`src/rtl/inference_sequencer.sv`:
```
// rtl/inference_sequencer.sv - Frame controller: weight-load gate, frame FSM, soft-reset stretcher, irq, status.
// Optional COMPUTE watchdog built when SEQ_TIMEOUT_EN is defined.
module inference_sequencer #(
    parameter int NUM_WEIGHTS    = 76976,
    parameter int FRAME_PIXELS   = 131072,
    parameter int RESET_CYCLES   = 15,
    parameter int TIMEOUT_CYCLES = 2000000
) (
    input  logic        clk,
    input  logic        rst_n,
    input  logic        soft_reset_req,
    input  logic        weight_we,
    input  logic        pixel_we,
    input  logic        o_valid,
    input  logic        irq_clear,
    output logic        internal_rst_n,
    output logic        busy,
    output logic        weights_loaded,
    output logic        irq,
    output logic [31:0] status,
    output logic [15:0] frame_count
);

    localparam int PCW = $clog2(FRAME_PIXELS + 1);
    localparam int SCW = $clog2(RESET_CYCLES + 1);
    localparam logic [16:0]    W_LAST = 17'(NUM_WEIGHTS - 1);
    localparam logic [PCW-1:0] P_LAST = PCW'(FRAME_PIXELS - 1);
    localparam logic [SCW-1:0] S_LOAD = SCW'(RESET_CYCLES);

    typedef enum logic [2:0] {
        WAIT_WEIGHTS = 3'd0,
        READY        = 3'd1,
        LOAD         = 3'd2,
        COMPUTE      = 3'd3,
        DONE         = 3'd4,
        ERROR        = 3'd5
    } state_t;

    state_t         r_state;
    state_t         w_state_next;
    logic [SCW-1:0] r_stretch_cnt;
    logic [SCW-1:0] w_stretch_next;
    logic [16:0]    r_weight_cnt;
    logic [PCW-1:0] r_pixel_cnt;
    logic           r_internal_rst_n;
    logic           r_weights_loaded;
    logic           r_irq;
    logic [15:0]    r_frame_count;
    logic           r_err_order;
    logic           r_err_overrun;
    logic           w_err_timeout;
    logic           w_timeout_hit;

    logic w_stretching, w_soft_accept, w_clear;
    logic w_weight_ok, w_weight_last, w_frame_done, w_enter_err;
    logic w_cause_order, w_cause_overrun, w_cause_timeout;

    assign w_stretching  = (r_stretch_cnt != '0);
    assign w_soft_accept = soft_reset_req && !w_stretching;
    // Accept cycle and the whole stretch window both scrub the frame-level state.
    assign w_clear       = w_soft_accept || w_stretching;

    assign w_weight_ok   = !w_clear && weight_we &&
                           (r_state == WAIT_WEIGHTS || r_state == READY || r_state == DONE);
    assign w_weight_last = w_weight_ok && (r_weight_cnt == W_LAST);

    assign w_cause_order   = (pixel_we && r_state == WAIT_WEIGHTS) ||
                             (weight_we && (r_state == LOAD || r_state == COMPUTE));
    assign w_cause_overrun = pixel_we && r_state == COMPUTE;
    assign w_cause_timeout = w_timeout_hit && !o_valid && r_state == COMPUTE;

    always_ff @(posedge clk or negedge rst_n) begin
        if (!rst_n) r_state <= WAIT_WEIGHTS;
        else        r_state <= w_state_next;
    end

    always_comb begin
        w_state_next = r_state;
        if (w_soft_accept) begin
            w_state_next = r_weights_loaded ? READY : WAIT_WEIGHTS;
        end else if (!w_stretching) begin
            case (r_state)
                WAIT_WEIGHTS: begin
                    if (pixel_we)           w_state_next = ERROR;
                    else if (w_weight_last) w_state_next = READY;
                end
                READY, DONE: begin
                    if (pixel_we) w_state_next = LOAD;
                end
                LOAD: begin
                    if (weight_we)                                w_state_next = ERROR;
                    else if (pixel_we && r_pixel_cnt == P_LAST)   w_state_next = COMPUTE;
                end
                COMPUTE: begin
                    if (weight_we || pixel_we) w_state_next = ERROR;
                    else if (o_valid)          w_state_next = DONE;
                    else if (w_timeout_hit)    w_state_next = ERROR;
                end
                ERROR:   w_state_next = ERROR;
                default: w_state_next = WAIT_WEIGHTS;
            endcase
        end
    end

    always_comb begin
        busy = (r_state == LOAD) || (r_state == COMPUTE);
    end

    assign w_frame_done = !w_clear && r_state == COMPUTE && w_state_next == DONE;
    assign w_enter_err  = !w_clear && r_state != ERROR && w_state_next == ERROR;

    assign w_stretch_next = w_soft_accept ? S_LOAD :
                            (w_stretching ? r_stretch_cnt - SCW'(1) : '0);

    always_ff @(posedge clk or negedge rst_n) begin
        if (!rst_n) begin
            r_stretch_cnt    <= '0;
            r_internal_rst_n <= 1'b0;
        end else begin
            r_stretch_cnt    <= w_stretch_next;
            r_internal_rst_n <= (w_stretch_next == '0);
        end
    end

    always_ff @(posedge clk or negedge rst_n) begin
        if (!rst_n) begin
            r_weight_cnt     <= '0;
            r_weights_loaded <= 1'b0;
        end else if (w_clear) begin
            r_weight_cnt     <= '0;
        end else if (w_weight_ok) begin
            r_weight_cnt     <= w_weight_last ? 17'd0 : r_weight_cnt + 17'd1;
            if (w_weight_last) r_weights_loaded <= 1'b1;
        end
    end

    always_ff @(posedge clk or negedge rst_n) begin
        if (!rst_n) begin
            r_pixel_cnt <= '0;
        end else if (w_clear) begin
            r_pixel_cnt <= '0;
        end else if (pixel_we) begin
            if (r_state == READY || r_state == DONE)
                r_pixel_cnt <= PCW'(1);
            else if (r_state == LOAD)
                r_pixel_cnt <= (r_pixel_cnt == P_LAST) ? '0 : r_pixel_cnt + PCW'(1);
        end
    end

    always_ff @(posedge clk or negedge rst_n) begin
        if (!rst_n) begin
            r_irq         <= 1'b0;
            r_frame_count <= '0;
            r_err_order   <= 1'b0;
            r_err_overrun <= 1'b0;
        end else if (w_clear) begin
            r_irq         <= 1'b0;
            r_frame_count <= '0;
            r_err_order   <= 1'b0;
            r_err_overrun <= 1'b0;
        end else begin
            if (w_frame_done) begin
                r_irq         <= 1'b1;
                r_frame_count <= r_frame_count + 16'd1;
            end else if (irq_clear) begin
                r_irq <= 1'b0;
            end
            if (w_enter_err && w_cause_order)   r_err_order   <= 1'b1;
            if (w_enter_err && w_cause_overrun) r_err_overrun <= 1'b1;
        end
    end

`ifdef SEQ_TIMEOUT_EN
    logic [23:0] r_timeout_cnt;
    logic        r_err_timeout;

    // Counter restarts on every COMPUTE entry; terminal count is the last COMPUTE cycle allowed.
    assign w_timeout_hit = (r_timeout_cnt == 24'(TIMEOUT_CYCLES - 1));
    assign w_err_timeout = r_err_timeout;

    always_ff @(posedge clk or negedge rst_n) begin
        if (!rst_n) begin
            r_timeout_cnt <= '0;
            r_err_timeout <= 1'b0;
        end else begin
            r_timeout_cnt <= (r_state == COMPUTE && w_state_next == COMPUTE) ?
                             r_timeout_cnt + 24'd1 : 24'd0;
            if (w_clear)
                r_err_timeout <= 1'b0;
            else if (w_enter_err && w_cause_timeout)
                r_err_timeout <= 1'b1;
        end
    end
`else
    assign w_timeout_hit = 1'b0;
    assign w_err_timeout = 1'b0;
`endif

    assign internal_rst_n = r_internal_rst_n;
    assign weights_loaded = r_weights_loaded;
    assign irq            = r_irq;
    assign frame_count    = r_frame_count;
    assign status         = {r_frame_count, 8'h00, w_err_timeout, r_err_overrun,
                             r_err_order, r_irq, r_weights_loaded, r_state};

endmodule

```
`config.mk`:
```
export PLATFORM = sky130hd
export DESIGN_NAME = inference_sequencer
export DESIGN_NICKNAME = d
export VERILOG_FILES = /design/src/rtl/inference_sequencer.sv
export SDC_FILE = /design/constraint.sdc
export NUM_CORES = 1
export LEC_CHECK = 0
export ABC_AREA = 1
export BUFFER_PORTS_ARGS = -buffer_cell sky130_fd_sc_hd__buf_2
export CAP_MARGIN = 10
export CORE_MARGIN = 8
export CORE_UTILIZATION = 55
export DETAILED_ROUTE_END_ITERATION = 7
export PLACE_DENSITY_LB_ADDON = 0.1
export SLEW_MARGIN = 40
export SYNTH_ARGS = -nofsm -noshare
export SYNTH_HDL_FRONTEND = slang
export SYNTH_SLANG_ARGS = --single-unit
```
`constraint.sdc`:
```
create_clock -name clk -period 5 [get_ports clk]
set_input_delay 1 -clock clk [delete_from_list [all_inputs] [get_ports clk]]
set_output_delay 1 -clock clk [all_outputs]
set_load 0.005 [all_outputs]
```
==> impl_metrics.csv, run 1 <==
group,metric,value,unit
run,max-cap-violations,0,
synthesis,post_synth_instance_area,0.00398,sq mm
critical_path,cp_slowest_cell,"sky130_fd_sc_hd__inv_2",
final_layout,area.growth.synth_to_final,7.77,%
clock_tree,tritoncts.num_buffers,9,
power,power.density,299,mW/mm^2
hold_path,hold_path_class,"flip-flop to flip-flop",
placed_design,detailedPlacementHpwl,6460,microns
timing,fin_crit,2820,ps
critical_path,worst-setup-path-type,"input port to flip-flop",
synthesis,synth-compound-area-share,9.57,%
timing,final-setup-viol-count,0,
outcome,outcome,"finished clean",
critical_path,critPathCaptureType,"flip-flop",
floorplanning,fp.dieH,101,microns
floorplanning,dieArea,0.0102,sq mm
clock_tree,cts.path.max_buffers,2,
placed_design,place.port_buffers,49,
floorplanning,die_width,101,microns
grt,global_route.usage.total,18.7,%
synthesis,synth_adder_area_share,1.57,%
final_layout,drive_above_1_share,19.6,%
synthesis,main_combinational_cell_family_by_area_after_synthesis,"simple AND/OR/NAND/NOR gates",
timing,timing_worst_slew_pin_value,570,ps
critical_path,critPathMaxFanout,25,
final_layout,antenna-diode-count,0,
timing,finalMaxSlewViolations,0,
critical_path,max_stage_delay,560,ps
clock_tree,cts_post_setup_buffers_inserted,0,
synthesis,post_synthesis_mux_area_share,0,%
placed_design,detailedPlace.worstSlack,1860,ps
routing,avgRoutedWirePerCell,14.0,microns
critical_path,critPathLaunchType,"input port",
routing,via_count,3397,
clock_tree,path_clk_slew,70,ps
timing,slew_headroom,62.0,%
timing,final_hold_fails,0,
timing,grt_setup_unrepaired,"no",
clock_tree,cts.hold.buffers_added,0,
floorplanning,coreArea,0.00714,sq mm
synthesis,postSynth.topFlopCell,"sky130_fd_sc_hd__dfrtp_1",
synthesis,synth_xor_xnor_area_share,5.73,%
routing,drcViolationCount,0,
critical_path,timing.critical_path.required,5290,ps
clock_tree,cts_tree,"done",
synthesis,synth_cell_types,39,
synthesis,post_synth_and_or_nand_nor_area_fraction,31.1,%
power,power.static_leakage,2.06,nW
synthesis,ys_seq_area_share,39.7,%
clock_tree,cts_htree_levels,3,
synthesis,yosys_warnings,0,
routing,drt-pass1-iter-count,4,
timing,fin_tns_setup,0,ps
critical_path,critical-path-top-delay-family,"buffers and inverters",
clock_tree,post_cts_resized,0,
synthesis,yosys_register_bits,63,
grt,grt.overflow.total,0,
power,worst_ir_drop_vdd,0.250,mV
synthesis,synth_edf_count,0,
floorplanning,rows,31,
floorplanning,design.portCount,59,
routing,final_antenna_net_count,0,
clock_tree,cts-root-buf,"sky130_fd_sc_hd__clkbuf_8",
routing,detail_route.wirelength,8920,microns
routing,dr.first_iter.drc_count,108,
synthesis,synth.avg_cell_area,7.90,sq um
grt,initial_antenna_violation_count,0,
synthesis,synthesis.instances,503,
clock_tree,clk-insertion-delay-late,340,ps
critical_path,crit_arrival,3110,ps
clock_tree,numClockSinks,63,
critical_path,cp.buffers_inverters,5,
grt,first_pass_grt_wire_length,15300,microns
timing,worst_slack_on_hold_paths,503,ps
final_layout,final_util,60.0,%
critical_path,worstPathCellList,"buf_2 > inv_1 > nand3_2 > inv_2 > nand2_2 > nor2_8 > inv_2 > nand2_2 > inv_2 > a21oi_1 > o21a_1",
routing,route.detailed.vias_per_inst,5.32,
placed_design,gp_congestion,0.883,
floorplanning,initial_utilization,55.7,%
critical_path,critical-path-top-cell-by-count,"sky130_fd_sc_hd__inv_2",
timing,maxClockFrequency,0.355,GHz
timing,timing.final.ws_setup,2180,ps
grt,grt_pass1_vias,3278,
timing,clock-skew-final,9.71,ps
synthesis,ys_async_sr_fraction,100,%
timing,post-route-period-util,56.4,%
final_layout,finish.net_count,548,
grt,grt_max_degree,64,
-- layout make-up --
cell class,count,area [sq um]
clock buffer,14,153
timing repair buffer,50,256
sequential,63,1580
tap,99,124
fill,664,2850
clock inverter,1,5.00
inverter,61,229
multi-input combinational,351,1940
-- cells by family (layout without fill, tap and decap cells) --
group           Yosys count  count (layout)
buf+inv                  97             126
fa+ha+maj                 5               5
flops                    63              63
other cells               1               9
xor+xnor                 26              26
compound gates           67              67
simple gates            244             244
-- final timing paths --
kind	startpoint	endpoint	slack, ps	cells after the start
worst max-delay path	soft_reset_req	r_pixel_cnt[12]$_DFFE_PN0P_	2180	11
worst min-delay path	r_pixel_cnt[15]$_DFFE_PN0P_	r_pixel_cnt[15]$_DFFE_PN0P_	500	2
worst max register to register	r_stretch_cnt[0]$_DFF_PN0_	r_pixel_cnt[12]$_DFFE_PN0P_	2300	11
worst min register to register	r_pixel_cnt[15]$_DFFE_PN0P_	r_pixel_cnt[15]$_DFFE_PN0P_	500	2
max in group asynchronous	rst_n	frame_count[11]$_DFFE_PN0P_	3870	2
min in group asynchronous	rst_n	r_weight_cnt[1]$_DFFE_PN0P_	740	2
-- state kept, by name, indices dropped and copies added (netlist names) --
| register | cells |
|---|---|
| internal_rst_n | 1 |
| frame_count | 16 |
| r_weight_cnt | 17 |
| r_err_overrun | 1 |
| weights_loaded | 1 |
| r_stretch_cnt | 4 |
| irq | 1 |
| r_err_order | 1 |
| r_pixel_cnt | 18 |
| r_state | 3 |
-- through the flow --
stage               area [sq um]  std cells  power [W]
finish                      4280        639    0.00128
detailed placement          4120        624   0.000903
global placement            4120        624   0.000904
floorplan                   4010        511   0.000816
CTS                         4280        639    0.00129
global route                4280        639    0.00135
-- synthesized netlist by cell type (5+ instances only) --
| cell type | count | area share (%) |
|---|---|---|
| sky130_fd_sc_hd__nand3_1 | 39 | 4.9 |
| sky130_fd_sc_hd__o21ai_0 | 28 | 3.5 |
| sky130_fd_sc_hd__nor3_1 | 10 | 1.3 |
| sky130_fd_sc_hd__nor4_1 | 5 | 0.79 |
| sky130_fd_sc_hd__o22ai_1 | 7 | 1.1 |
| sky130_fd_sc_hd__inv_2 | 5 | 0.47 |
| sky130_fd_sc_hd__nor2_2 | 7 | 1.1 |
| sky130_fd_sc_hd__xnor2_1 | 5 | 1.1 |
| sky130_fd_sc_hd__a21oi_1 | 16 | 2.0 |
| sky130_fd_sc_hd__ha_1 | 5 | 1.6 |
| sky130_fd_sc_hd__nand2_1 | 98 | 9.3 |
| sky130_fd_sc_hd__buf_4 | 29 | 5.5 |
| sky130_fd_sc_hd__nor2_1 | 43 | 4.1 |
| sky130_fd_sc_hd__dfrtp_1 | 63 | 40 |
| sky130_fd_sc_hd__inv_1 | 56 | 5.3 |
| sky130_fd_sc_hd__nand4_1 | 12 | 1.9 |
| sky130_fd_sc_hd__xor2_1 | 21 | 4.6 |
| sky130_fd_sc_hd__nand3_2 | 10 | 2.5 |
| sky130_fd_sc_hd__nand2_2 | 6 | 0.94 |
-- tightest hold or removal path: cells and delay by family, from the launching register on --
kind	cells	cell delay [ps]
AOI/OAI and AO/OA	1	70
DFF	1	360
buffers and inverters	1	40
-- layer usage --
| metal | vias to the layer above | global-route usage (%) | wire [microns] |
|---|---|---|---|
| met5 | - | 0 | 0 |
| met4 | 0 | 7.90 | 158 |
| met3 | 13 | 3.18 | 399 |
| met2 | 63 | 31.7 | 4500 |
| met1 | 1646 | 22.9 | 3870 |
| li1 | 1675 | - | - |
-- layout by cell type, fill, tap and decap left out, types with 9 or more instances in the layout --
cell,synthesis,routed
sky130_fd_sc_hd__nand3_1,39,39
sky130_fd_sc_hd__inv_1,56,56
sky130_fd_sc_hd__conb_1,1,9
sky130_fd_sc_hd__dfrtp_1,63,63
sky130_fd_sc_hd__nor2_1,43,43
sky130_fd_sc_hd__nor3_1,10,10
sky130_fd_sc_hd__nand2_1,98,98
sky130_fd_sc_hd__a21oi_1,16,16
sky130_fd_sc_hd__buf_2,3,49
sky130_fd_sc_hd__nand3_2,10,10
sky130_fd_sc_hd__o21ai_0,28,28
sky130_fd_sc_hd__xor2_1,21,21
sky130_fd_sc_hd__clkbuf_8,0,10
sky130_fd_sc_hd__nand4_1,12,12
-- power by group --
| part | internal (W) | switching, W | leakage [nW] |
|---|---|---|---|
| clock | 0.000191 | 0.000190 | 0.0805 |
| combinational | 0.0000969 | 0.000220 | 1.12 |
| sequential | 0.000543 | 0.0000401 | 0.862 |
(Power assumes the default switching activity.)
==> inputs of run 2 (changes only) <==
ABC_AREA = 0   (was 1)
clock period = 2.8 ns   (was 5 ns; I/O delays follow)
==> impl_metrics.csv, run 2 <==
group,metric,value,unit
outcome,outcome,"finished clean",
synthesis,yosys_register_bits,63,
critical_path,worstPathCellList,"ha_1 > nand3_1 > or3_1 > nor2_1 > nor2_1 > nor2_1 > o21ai_0",
critical_path,reg2reg_setup_slack,380,ps
placed_design,gp_congestion,0.802,
clock_tree,clk-insertion-delay-late,340,ps
timing,grt_setup_unrepaired,"no",
synthesis,main_combinational_cell_family_by_area_after_synthesis,"simple AND/OR/NAND/NOR gates",
power,comb_power_share,22.9,%
critical_path,critPathCaptureType,"flip-flop",
timing,clock-skew-final,10.8,ps
grt,grt.overflow.total,0,
synthesis,ys_async_sr_fraction,100,%
synthesis,post_synth_and_or_nand_nor_area_fraction,23.1,%
routing,final_antenna_net_count,0,
synthesis,synth_adder_area_share,1.73,%
clock_tree,cts_htree_levels,3,
power,clock_power_share,32.2,%
synthesis,synth_xor_xnor_area_share,6.29,%
timing,final_hold_fails,0,
timing,finalMaxSlewViolations,0,
final_layout,finish.net_count,462,
final_layout,multi_input_comb_area,0.00175,sq mm
floorplanning,coreArea,0.00635,sq mm
synthesis,top_area_cell_type_share_of_the_netlist_area,43.5,%
critical_path,worst-setup-path-type,"flip-flop to flip-flop",
clock_tree,cts.hold.buffers_added,0,
critical_path,critical-path-top-cell-by-count,"sky130_fd_sc_hd__nor2_1",
timing,worst_slack_on_hold_paths,159,ps
synthesis,synth.avg_cell_area,8.69,sq um
routing,drt-pass1-iter-count,5,
synthesis,ys_seq_area_share,43.5,%
synthesis,synthesis.instances,417,
final_layout,final.fill_count,548,
clock_tree,post_cts_resized,0,
placed_design,detailedPlacementHpwl,5760,microns
grt,grt_pass1_vias,2942,
final_layout,final_util,62.6,%
final_layout,max_reg_flops,18,
power,power.density,584,mW/mm^2
synthesis,postSynth.topFlopCell,"sky130_fd_sc_hd__dfrtp_1",
final_layout,final_cell_mix,"sky130_fd_sc_hd__dfrtp_1 (63), sky130_fd_sc_hd__nor2_1 (48), sky130_fd_sc_hd__buf_2 (48)",
timing,fin_tns_setup,0,ps
power,p_sw_share,32.1,%
clock_tree,path_clk_slew,70,ps
grt,grt_max_degree,36,
final_layout,area.growth.synth_to_final,9.67,%
synthesis,synth_cell_types,45,
synthesis,post_synth_instance_area,0.00362,sq mm
floorplanning,design.portCount,59,
synthesis,synth_most_common_cell,"sky130_fd_sc_hd__dfrtp_1",
critical_path,cp_slowest_cell,"sky130_fd_sc_hd__nor2_1",
final_layout,seq_area,0.00158,sq mm
final_layout,drive_above_1_share,16.6,%
timing,final-setup-viol-count,0,
synthesis,synth_edf_count,0,
critical_path,critPathMaxFanout,13,
grt,global_route.usage.total,16.9,%
power,power.static_leakage,1.78,nW
synthesis,netlist_top_cells_count,"sky130_fd_sc_hd__dfrtp_1 (63), sky130_fd_sc_hd__nor2_1 (49), sky130_fd_sc_hd__nand2_1 (39)",
grt,initial_antenna_violation_count,0,
floorplanning,rows,29,
power,worst_ir_drop_vdd,0.523,mV
floorplanning,die_width,97.2,microns
floorplanning,dieArea,0.00944,sq mm
routing,route.detailed.vias_per_inst,5.62,
clock_tree,numClockSinks,63,
routing,dr.first_iter.drc_count,94,
final_layout,layout_commonest_cell,"sky130_fd_sc_hd__dfrtp_1",
power,internal_power,0.00158,W
critical_path,timing.critical_path.required,2980,ps
clock_tree,cts_post_setup_buffers_inserted,0,
clock_tree,cts_tree,"done",
synthesis,yosys_warnings,0,
timing,fin_crit,2420,ps
synthesis,synth_area_leader_cell,"sky130_fd_sc_hd__dfrtp_1",
routing,via_count,2981,
routing,avgRoutedWirePerCell,15.1,microns
floorplanning,initial_utilization,57.0,%
synthesis,post_synth_main_area_contributors,"sky130_fd_sc_hd__dfrtp_1 (44%), sky130_fd_sc_hd__buf_4 (6.2%), sky130_fd_sc_hd__nor2_1 (5.1%)",
clock_tree,tritoncts.num_buffers,9,
power,pwr-share-seq,44.9,%
grt,first_pass_grt_wire_length,13700,microns
routing,drcViolationCount,0,
synthesis,post_synthesis_mux_area_share,0.553,%
timing,post-route-period-util,86.3,%
final_layout,antenna-diode-count,0,
timing,slew_headroom,48.2,%
hold_path,hold_path_class,"input port to async pin",
critical_path,max_stage_delay,630,ps
power,p_sw,0.000744,W
critical_path,critPathLaunchType,"flip-flop",
run,max-cap-violations,0,
clock_tree,cts-root-buf,"sky130_fd_sc_hd__clkbuf_8",
routing,detail_route.wirelength,7980,microns
timing,maxClockFrequency,0.414,GHz
synthesis,synth-compound-area-share,15.4,%
timing,timing_worst_slew_pin_value,774,ps
critical_path,crit_arrival,2600,ps
final_layout,registers.top_by_ff_count,"r_pixel_cnt",
clock_tree,cts.path.max_buffers,2,
placed_design,place.port_buffers,49,
floorplanning,fp.dieH,97.2,microns
==> run 2: cell types whose count changed in the layout (fill, tap and decap cells not counted), sizes merged, moves of 7 or more <==
cell,delta
o22ai,-7
xnor2,+14
nand2,-67
a21oi,+7
nor2,-7
o31ai,+8
buf,+8
xor2,-14
inv,-46
and3,+10
nand3,-34
==> run 2: stage by stage <==
stage | setup slack, ps | instances | area (sq um) | total power [W]
after global routing | 52.2 | 530 | 3970 | 0.00246
after detailed placement | 337 | 516 | 3790 | 0.00159
after floorplan | 695 | 425 | 3650 | 0.00143
after global placement | 472 | 516 | 3780 | 0.00158
final | 383 | 530 | 3970 | 0.00232
after CTS | 341 | 530 | 3970 | 0.00234
==> run 2: kinds of logic after synthesis <==
group                    after synthesis
other                                  1
adder cells (fa/ha/maj)                5
multiplexers                           2
AND/OR/NAND/NOR                      168
flip-flops                            63
buffers and inverters                 59
XOR/XNOR                              26
AO/OA/AOI/OAI                         93
==> run 2: worst paths after layout <==
check,cells past startpoint,start,endpoint
setup / recovery,7,r_pixel_cnt[0]$_DFFE_PN0P_,r_pixel_cnt[7]$_DFFE_PN0P_
hold / removal,1,rst_n,frame_count[11]$_DFFE_PN0P_
setup reg to reg,7,r_pixel_cnt[0]$_DFFE_PN0P_,r_pixel_cnt[7]$_DFFE_PN0P_
hold reg to reg,1,r_weight_cnt[16]$_DFFE_PN0P_,r_weight_cnt[16]$_DFFE_PN0P_
max in group asynchronous,2,rst_n,r_weight_cnt[4]$_DFFE_PN0P_
min in group clk,1,r_weight_cnt[16]$_DFFE_PN0P_,r_weight_cnt[16]$_DFFE_PN0P_
==> run 2: power by group through the flow <==
| stage | Clock, W | Sequential (W) | Combinational [W] |
|---|---|---|---|
| 3_5_place_dp | 0 | 0.00106 | 0.000532 |
| 3_3_place_gp | 0 | 0.00105 | 0.000525 |
| 4_1_cts | 0.000759 | 0.00104 | 0.000535 |
| 2_1_floorplan | 0 | 0.00102 | 0.000404 |
| 5_1_grt | 0.000799 | 0.00105 | 0.000609 |
| 6_report | 0.000748 | 0.00104 | 0.000532 |
==> run 2: area by class of cell <==
type | instances | area share [%]
Timing Repair Buffer | 58 | 7.94
Sequential cell | 63 | 39.7
Clock buffer | 14 | 4.60
Multi-Input combinational cell | 303 | 43.9
Inverter | 15 | 1.42
Tap cell | 77 | 2.43
==> run 2: worst max-delay path, delay by kind of cell, from the launching register on <==
family	cells	cell delay [ps]
AND/OR/NAND/NOR	5	1480
AO/OA/AOI/OAI	1	190
flip-flops	1	400
adder cells (fa/ha/maj)	1	190
==> run 2: routing by layer <==
metal | track usage, % | part of all wire, % | vias to the layer above
li1 | - | - | 1494
met1 | 21.0 | 48 | 1427
met2 | 26.3 | 45 | 50
met3 | 5.69 | 5.6 | 10
met4 | 6.98 | 1.2 | 0
met5 | 0 | 0 | -
==> inputs of run 3 (changes only) <==
clock period = 2.5 ns   (was 2.8 ns; I/O delays follow)
==> impl_metrics.csv, run 3 (same netlist as run 2, synthesis figures left out) <==
group,metric,value,unit
routing,final_antenna_net_count,0,
floorplanning,die_width,97.2,microns
placed_design,place.port_buffers,49,
clock_tree,tritoncts.num_buffers,9,
run,max-cap-violations,0,
timing,clock-skew-final,8.21,ps
hold_path,hold_path_class,"input port to async pin",
critical_path,r2r-start,"r_state[0]$_DFF_PN0_",
grt,initial_antenna_violation_count,0,
critical_path,critPathCaptureType,"flip-flop",
final_layout,final_util,63.8,%
routing,dr.first_iter.drc_count,169,
grt,grt.overflow.total,0,
clock_tree,numClockSinks,63,
floorplanning,initial_utilization,57.0,%
final_layout,final_cell_mix,"sky130_fd_sc_hd__dfrtp_1 (63), sky130_fd_sc_hd__buf_2 (49), sky130_fd_sc_hd__nor2_1 (47)",
final_layout,max_reg_flops,18,
placed_design,gp_congestion,0.811,
floorplanning,dieArea,0.00944,sq mm
floorplanning,coreArea,0.00635,sq mm
clock_tree,cts_post_setup_buffers_inserted,0,
clock_tree,path_clk_slew,70,ps
grt,grt_max_degree,42,
timing,final-setup-viol-count,0,
power,power.density,682,mW/mm^2
floorplanning,fp.dieH,97.2,microns
routing,drt-pass1-iter-count,4,
final_layout,final_instance_count_without_filler_cells,537,
timing,post-route-period-util,90.0,%
timing,grt_setup_unrepaired,"no",
final_layout,multi_input_comb_area,0.00175,sq mm
timing,timing_worst_slew_pin_value,631,ps
clock_tree,clk-insertion-delay-late,350,ps
routing,via_count,3093,
final_layout,layout_commonest_cell,"sky130_fd_sc_hd__dfrtp_1",
critical_path,worst_setup_path_startpoint,"r_state[0]$_DFF_PN0_",
clock_tree,cts.path.max_buffers,2,
clock_tree,cts_htree_levels,3,
critical_path,timing.critical_path.required,2730,ps
routing,avgRoutedWirePerCell,14.9,microns
final_layout,finish.net_count,467,
power,worst_ir_drop_vdd,0.564,mV
critical_path,worst-setup-path-type,"flip-flop to flip-flop",
floorplanning,design.portCount,59,
final_layout,seq_area,0.00158,sq mm
routing,detail_route.wirelength,8000,microns
critical_path,critPathMaxFanout,13,
timing,fin_tns_setup,0,ps
power,power.static_leakage,1.82,nW
clock_tree,cts.hold.buffers_added,0,
floorplanning,rows,29,
placed_design,detailedPlacementHpwl,5750,microns
timing,finalMaxSlewViolations,0,
critical_path,crit_arrival,2480,ps
clock_tree,cts_tree,"done",
grt,grt_pass1_vias,2992,
timing,final_hold_fails,0,
final_layout,final.fill_count,534,
grt,global_route.usage.total,17.3,%
timing,fin_crit,2250,ps
outcome,outcome,"finished clean",
final_layout,registers.top_by_ff_count,"r_pixel_cnt",
final_layout,area.growth.synth_to_final,11.9,%
critical_path,critPathLaunchType,"flip-flop",
final_layout,drive_above_1_share,18.0,%
final_layout,antenna-diode-count,0,
grt,first_pass_grt_wire_length,13800,microns
clock_tree,cts-root-buf,"sky130_fd_sc_hd__clkbuf_8",
clock_tree,post_cts_resized,0,
placed_design,placedCellCount,521,
routing,route.detailed.vias_per_inst,5.76,
timing,slew_headroom,56.9,%
timing,maxClockFrequency,0.445,GHz
routing,drcViolationCount,0,
[run 3: changes by cell type in the layout (fill, tap and decap cells not counted), sizes merged]
| cell | previous run | this run |
|---|---|---|
| buf | 58 | 63 |
| clkbuf | 14 | 10 |
| clkinvlp | 0 | 2 |
| bufinv | 0 | 2 |
| clkinv | 0 | 2 |
[run 3: where the power goes]
group	switching [W]	total, W	internal [W]	leakage, nW
Clock	0.000403	0.000961	0.000558	0.102
Sequential	0.0000758	0.00116	0.00108	0.869
Combinational	0.000404	0.000646	0.000242	0.848
Total	0.000883	0.00277	0.00188	1.82
[run 3: routing by layer]
layer	vias up	part of all wire (%)	GRT usage, %
met5	-	0	0
met3	18	6.0	6.05
li1	1503	-	-
met2	76	46	27.0
met1	1496	46	21.6
met4	0	1.9	5.80
[run 3: path summary, 6_finish.rpt]
check	to	cells past startpoint	slack [ps]
worst max-delay path	frame_count[13]$_DFFE_PN0P_	6	250
worst min-delay path	frame_count[8]$_DFFE_PN0P_	1	130
worst max register to register	frame_count[13]$_DFFE_PN0P_	6	250
worst min register to register	r_weight_cnt[16]$_DFFE_PN0P_	1	490
max in group asynchronous	r_weight_cnt[3]$_DFFE_PN0P_	2	1770
min in group clk	irq$_DFFE_PN0P_	4	480
[run 3: layout make-up]
class / instances / share of cell area [%]
multi-input combinational: 303 / 43.1
sequential: 63 / 38.9
timing repair buffer: 63 / 8.95
clock buffer: 10 / 3.15
tap: 77 / 2.38
clock inverter: 6 / 2.10
inverter: 15 / 1.39
[run 3: worst max-delay path, cell delays in order, from the launching register on]
cell and delay [ps]:
sky130_fd_sc_hd__dfrtp_1 600, sky130_fd_sc_hd__nor2b_1 180, sky130_fd_sc_hd__nand2_1 240, sky130_fd_sc_hd__nor3_1 160, sky130_fd_sc_hd__a2111oi_0 600, sky130_fd_sc_hd__nand4_1 200
sky130_fd_sc_hd__mux2i_1 150
[run 3: per-stage QoR]
stage	cell area (sq um)	power, W	hold WS [ps]	setup WS (ps)
6_report	4050	0.00277	132	251
4_1_cts	4050	0.00278	144	130
3_5_place_dp	3840	0.00182	470	117
5_1_grt	4050	0.00292	169	20.4
2_1_floorplan	3650	0.00160	204	395
3_3_place_gp	3830	0.00180	471	236
